`config.mk`:
```
export PLATFORM = sky130hd
export DESIGN_NAME = uart_tx_arbiter
export DESIGN_NICKNAME = d
export VERILOG_FILES = /design/src/rtl/uart_tx_arbiter.sv
export SDC_FILE = /design/constraint.sdc
export NUM_CORES = 1
export LEC_CHECK = 0
export BUFFER_PORTS_ARGS = -buffer_cell sky130_fd_sc_hd__buf_4
export CORE_UTILIZATION = 50
export DETAILED_ROUTE_END_ITERATION = 8
export HOLD_SLACK_MARGIN = 0.08
export PLACE_DENSITY = 0.84
export REMOVE_ABC_BUFFERS = 1
export SYNTH_ARGS = -nofsm -noshare
export SYNTH_HDL_FRONTEND = slang
export SYNTH_SLANG_ARGS = --single-unit
```
`constraint.sdc`:
```
create_clock -name clk -period 3.1 [get_ports clk]
set_input_delay 0.31 -clock clk [delete_from_list [all_inputs] [get_ports clk]]
set_output_delay 0.31 -clock clk [all_outputs]
set_load 0.005 [all_outputs]
```
`src/rtl/uart_tx_arbiter.sv`:
```
// uart_tx_arbiter: grants one shared uart_tx to N_REQ byte-stream requesters a whole packet at a time; define UART_ARB_FIXED_PRIO_EN for fixed priority instead of round-robin
module uart_tx_arbiter #(
  parameter int N_REQ  = 4,
  parameter int DATA_W = 8
) (
  input  logic                    clk,
  input  logic                    rst,
  input  logic [N_REQ-1:0]        req,
  input  logic [N_REQ*DATA_W-1:0] data,
  input  logic [N_REQ-1:0]        last,
  output logic [N_REQ-1:0]        ack,
  output logic [N_REQ-1:0]        gnt,
  output logic                    busy,
  output logic                    uart_start,
  output logic [DATA_W-1:0]       uart_data,
  input  logic                    uart_ready
);
  localparam int IW = $clog2(N_REQ);
  typedef enum logic [1:0] {IDLE, SEND, WAIT, HOLD} state_t;
  state_t state;
  logic [IW-1:0] owner, win, sel;
  logic last_q, load;
`ifdef UART_ARB_FIXED_PRIO_EN
  // lowest-index requester wins; high indices may starve
  always_comb begin
    win = '0;
    for (int i = N_REQ - 1; i >= 0; i--)
      if (req[i]) win = IW'(i);
  end
`else
  logic [IW-1:0] ptr, nxt;
  assign nxt = (owner == IW'(N_REQ - 1)) ? '0 : owner + IW'(1);
  // first requester at or after the pointer, wrapping past N_REQ-1
  always_comb begin
    win = '0;
    for (int i = N_REQ - 1; i >= 0; i--)
      if (req[(int'(ptr) + i) % N_REQ]) win = IW'((int'(ptr) + i) % N_REQ);
  end
`endif
  assign sel  = (state == HOLD) ? owner : win;
  assign load = (state == IDLE && |req) || (state == HOLD && req[owner]);
  assign busy = |gnt;
  // packet FSM: grant, then per byte latch+ack, start, wait for the stop bit
  always_ff @(posedge clk) begin
    if (rst) begin
      state      <= IDLE;
      owner      <= '0;
      last_q     <= 1'b0;
      gnt        <= '0;
      ack        <= '0;
      uart_start <= 1'b0;
      uart_data  <= '0;
`ifndef UART_ARB_FIXED_PRIO_EN
      ptr        <= '0;
`endif
    end else begin
      ack <= '0;
      if (load) begin
        owner      <= sel;
        gnt        <= N_REQ'(1) << sel;
        ack        <= N_REQ'(1) << sel;
        uart_data  <= data[DATA_W*int'(sel) +: DATA_W];
        last_q     <= last[sel];
        uart_start <= 1'b1;
        state      <= SEND;
      end else begin
        case (state)
          SEND: if (!uart_ready) begin
            uart_start <= 1'b0;
            state      <= WAIT;
          end
          WAIT: if (uart_ready) state <= last_q ? IDLE : HOLD;
          default: ;
        endcase
        if ((state == WAIT && uart_ready && last_q) || state == HOLD) begin
          gnt   <= '0;
          state <= IDLE;
`ifndef UART_ARB_FIXED_PRIO_EN
          ptr   <= nxt;
`endif
        end
      end
    end
  end
endmodule

```
Word level (Yosys, flattened, before mapping)
Cells that the tools add are included.

Bits in registers: 24. Output and inout port bits: 18. Logic and storage cells: 88.

Bitwise gates (word level): 4. Shift operators: 2. $lt $le $gt $ge: 6. Muxes and demuxes: 32. Add/sub/neg operators: 4. Reduce and logical (&&, ||, !) cells: 22. Equality and inequality tests: 9.

Operator list (count): 32-bit by 6-bit variable part select with 8-bit output (1); 2-bit two-way mux (9); 1-bit two-way mux (14); 1-bit binary-select mux with 2-bit select (6); 3-bit by 4-bit < comparator with 1-bit output (second input constant) (3); 2-bit by 3-bit < comparator with 1-bit output (second input constant) (3); 4-bit two-way mux (2); 2-bit OR reduction (4); 4-bit OR reduction (2); 2-bit equality test (second input constant) (3); 3-bit AND reduction (2); 2-bit nonzero test (3); 2-bit by 1-bit adder with 2-bit output (second input constant) (2); 2-bit adder (second input constant) (2); 1-bit logical AND (4); 2-bit != test (second input constant) (2); 4-bit by 3-bit != test with 1-bit output (second input constant) (1); 4-bit != test (second input constant) (1); 2-bit case mux with 2 select lines (1); 2-bit AND reduction (2); 4-bit nonzero test (1); 1-bit by 2-bit << shifter with 4-bit output (first input constant) (1); 1-bit bitwise AND (first input constant) (3); 3-bit OR reduction (1); 5 further kinds (6).

Logic depth before layout (Yosys ltp)
Depth in word-level cells: 13. Depth in mapped cells: 8.

Least setup slack after synthesis
Ideal clock, no wire load.

Path kind: input -> register. Start: input req[1]. End: register ptr[0]. Stages on the path: 6. Slack: 1.285 ns. Path buffers: 1. Data arrival time: 1.744 ns. Path through: or3_1 > a21o_1 > a21o_1 > buf_2 > or4_1 > a21oi_1.

Longest elaborated chain between the ends: 6. Elaborated cells between the ends (all ways): 8. Classes of those cells: 2 x mux; 1 x bitwise; 5 x reduce/logical.

RTL lines: start: declaration (RTL line 8) `input logic [N_REQ-1:0] req,`; 1-bit binary-select mux with 2-bit select (RTL line 41) `assign load = (state == IDLE && |req) || (state == HOLD && req[owner]);`; 1-bit two-way mux (not written as such) (RTL line 41); 1-bit logical AND (RTL line 41); 1-bit logical OR * (RTL line 41); 1-bit NOT (no line) *; 2-bit AND reduction (no line) *; end signal: assignment (RTL line 79) `ptr <= nxt;`; end: declaration (RTL line 31) `logic [IW-1:0] ptr, nxt;`.

Mark *: on every way between the ends. The rest lies on a longest branch, timed or not. The select of a mux whose other input is x is not followed. A chain may end at the register's enable or synchronous reset.

Worst setup path after layout
Start: register state[1]. End: register uart_data[2].

Longest elaborated chain between the ends: 3. Elaborated cells between the ends (all ways): 7. Classes of those cells: 1 x eq/ne; 1 x shift; 1 x mux; 4 x reduce/logical.

RTL lines: start: declaration (RTL line 20) `state_t state;`; start signal: assignment (RTL line 72) `WAIT: if (uart_ready) state <= last_q ? IDLE : HOLD;`; 2-bit equality test or 2-bit zero test (tied branches) (RTL line 40, 41); 2-bit two-way mux or 1-bit logical AND (tied branches) (RTL line 40, 41); 32-bit by 6-bit variable part select with 8-bit output or 1-bit logical OR (tied branches) (RTL line 62, 41); end signal: assignment (RTL line 62) `uart_data <= data[DATA_W*int'(sel) +: DATA_W];`; end: declaration (RTL line 15) `output logic [DATA_W-1:0] uart_data,`.

Parallel ways exist; a longest one is shown, timed or not.

==> impl_metrics.toml <==
[critical_path]
crit_top_cell = "a2111oi_0"
r2r_cells = 5
r2r-start = "state[1]"
crit_path_start = "state[1]"
cp.required_ns = 3.30
cp_cell_sequence = "nand2_1 -> nor2_1 -> a211o_2 -> a2111oi_0 -> a2111oi_0"
cp_slowest_stage_delay_ns = 0.63
cp_max_fo = 14
arrival_ns = 2.75
worst_path_max_delay_cell = "nor2_1"
worstSetupPathType = "flip-flop to flip-flop"
startpoint_type = "flip-flop"
endpoint_kind = "flip-flop"

[floorplan]
num_io_pins = 61
die_area_um2 = 3020
initial_core_util_pct = 54.5
die_w_um = 54.9
die_y_um = 54.9
placementRows = 18
core-area_um2 = 2570

[routing]
drt-initial-drc-count = 30
drc = 0
vias = 1486
ant_nets = 0
wl_per_cell_um = 16.2
viasPerCell = 6.07
wl_um = 3980
drtPass1Iterations = 4

[clocking]
clk_pin_slew_ns = 0.14
cts_tree = "yes"
hold_buffers = 0
h-tree-depth = 1
ctsRootBufferMaster = "clkbuf_4"
cts_buffers = 3
post_cts_buffers = 0
cts_buffer_depth = 2
cts.repair.resized = 0
clock_sinks = 24
clk_latency_ns = 0.33

[placed_design]
port_buffers = 60
dp_hpwl_um = 2830
detailed_place.area_um2 = 1830
place_congestion = 0.833

[power_and_ir_drop]
p_leak_nw = 0.795
peakVddDrop_v = 0.000400
power_density_nw_per_um2 = 486

[timing]
fmax_mhz = 392
period_needed_ns = 2.55
hold_violations = 0
fin_skew_ns = 0.00578
grt_setup_unrepaired = "no"
worstMarginPinSlew_ns = 0.673
maxSlewViolCount = 0
setup_viol = 0
finalCritPeriodShare_pct = 82.2
relSlewSlack_pct = 55.0
tns_ns = 0

[yosys]
yosysMostFrequentCell = "dfxtp_1"
syn_avg_cell_area_um2 = 8.64
synth_top_area_cell = "dfxtp_1"
synth_top_cell_area_share_pct = 34.3
seq_area_frac_synth_pct = 34.3
ys_types = 38
yosys-top-cells-area = "dfxtp_1 34%, a2111oi_0 14%, mux2i_1 7.9%"
netlist_area_um2 = 1400
yosysWarnings = 0
netlist_top_cells_count = "24 x dfxtp_1, 22 x a2111oi_0, 12 x nor2_1, 11 x a21oi_1, 11 x mux2i_1"
synth_flop_cell = "dfxtp_1"
ys_async_sr_fraction_pct = 0
synthCells = 162
synth_edf_count = 0
ys_ff_latch = 24

[run_status]
status = "complete, no violations"

[global_route]
first_global_vias = 1344
grt_first_pass_wirelength_um = 5950
grt-ovfl-total = 0
track_usage_pct = 28.0
antenna_found_initial = 0
grt_max_degree = 25

[final_layout]
nets = 260
areaGrowthSynthToFinish_pct = 34.1
drive_gt1_share_pct = 33.5
final_area_um2 = 1880
num_antenna_cells = 0

[min_path]
min-delay-start = "uart_ready"
hold_class = "input port to flip-flop"
holdPathStages = 3

[run]
cap_violations = 0
worst max-delay path, delay by kind of cell (launching register included):
| kind | cells | cell delay (ns) |
|---|---|---|
| simple gates | 2 | 0.99 |
| flops | 1 | 0.52 |
| compound gates | 3 | 0.92 |
path summary, 6_finish.rpt:
path / to / slack [ns]
worst min register to register: uart_start / 0.47
worst max register to register: uart_data[2] / 0.55
worst min-delay path: state[0] / 0.28
worst max-delay path: uart_data[2] / 0.55
layout by cell type, fill, tap and decap left out, drive strengths merged, types with 2 or more instances in the layout:
master | netlist | final
a2111oi | 27 | 27
a211oi | 2 | 2
a21o | 3 | 3
a21oi | 11 | 11
buf | 10 | 64
clkbuf | 5 | 3
dfxtp | 24 | 24
inv | 10 | 10
mux2i | 11 | 11
nand2 | 7 | 7
nand2b | 4 | 4
nand3 | 8 | 8
nor2 | 12 | 12
nor4 | 4 | 4
o21ai | 5 | 5
or4 | 2 | 2
per-stage QoR:
step                setup slack [ns]  instances  utilization [%]  power (mW)  hold WS (ns)
finish                         0.551        245             73.1       0.913         0.278
global route                   0.299        245             73.1       0.959         0.265
CTS                            0.601        245             73.1       0.913         0.260
detailed placement             0.643        241             71.1       0.683         0.451
global placement               0.847        241             71.1       0.671         0.445
floorplan                      0.700        147                -       0.528         0.379
cells by family after synthesis:
family | count (synthesis) | share of synthesized area, %
AO/OA/AOI/OAI | 55 | 30.8
multiplexers | 11 | 7.86
flip-flops | 24 | 34.3
buffers and inverters | 25 | 9.29
adder cells (fa/ha/maj) | 1 | 0.894
AND/OR/NAND/NOR | 46 | 16.8
per-layer routing:
metal | wire, µm | global-route usage, %
met1 | 1730 | 35.3
met2 | 2050 | 47.2
met3 | 174 | 5.74
met4 | 25 | 9.58
met5 | 0 | 0
registers in the layout (all words and copies together), names as in the netlist:
signal / cells
ack: 4
gnt: 4
last_q: 1
owner: 2
ptr: 2
state: 2
uart_data: 8
uart_start: 1
final cells by class:
type,instances,area [µm²]
clock buffers,3,22.5
clock inverters,1,30.0
fillers,210,689
inverters,10,37.5
multi-input cells,113,790
flip-flops and latches,24,480
well taps,30,37.5
repair buffers,64,480
where the power goes:
| group | total [mW] | internal (mW) | switching (mW) |
|---|---|---|---|
| Clock | 0.234 | 0.131 | 0.103 |
| Combinational | 0.297 | 0.145 | 0.152 |
| Sequential | 0.382 | 0.349 | 0.0333 |
Note: power is estimated with default switching activity, not from simulation.
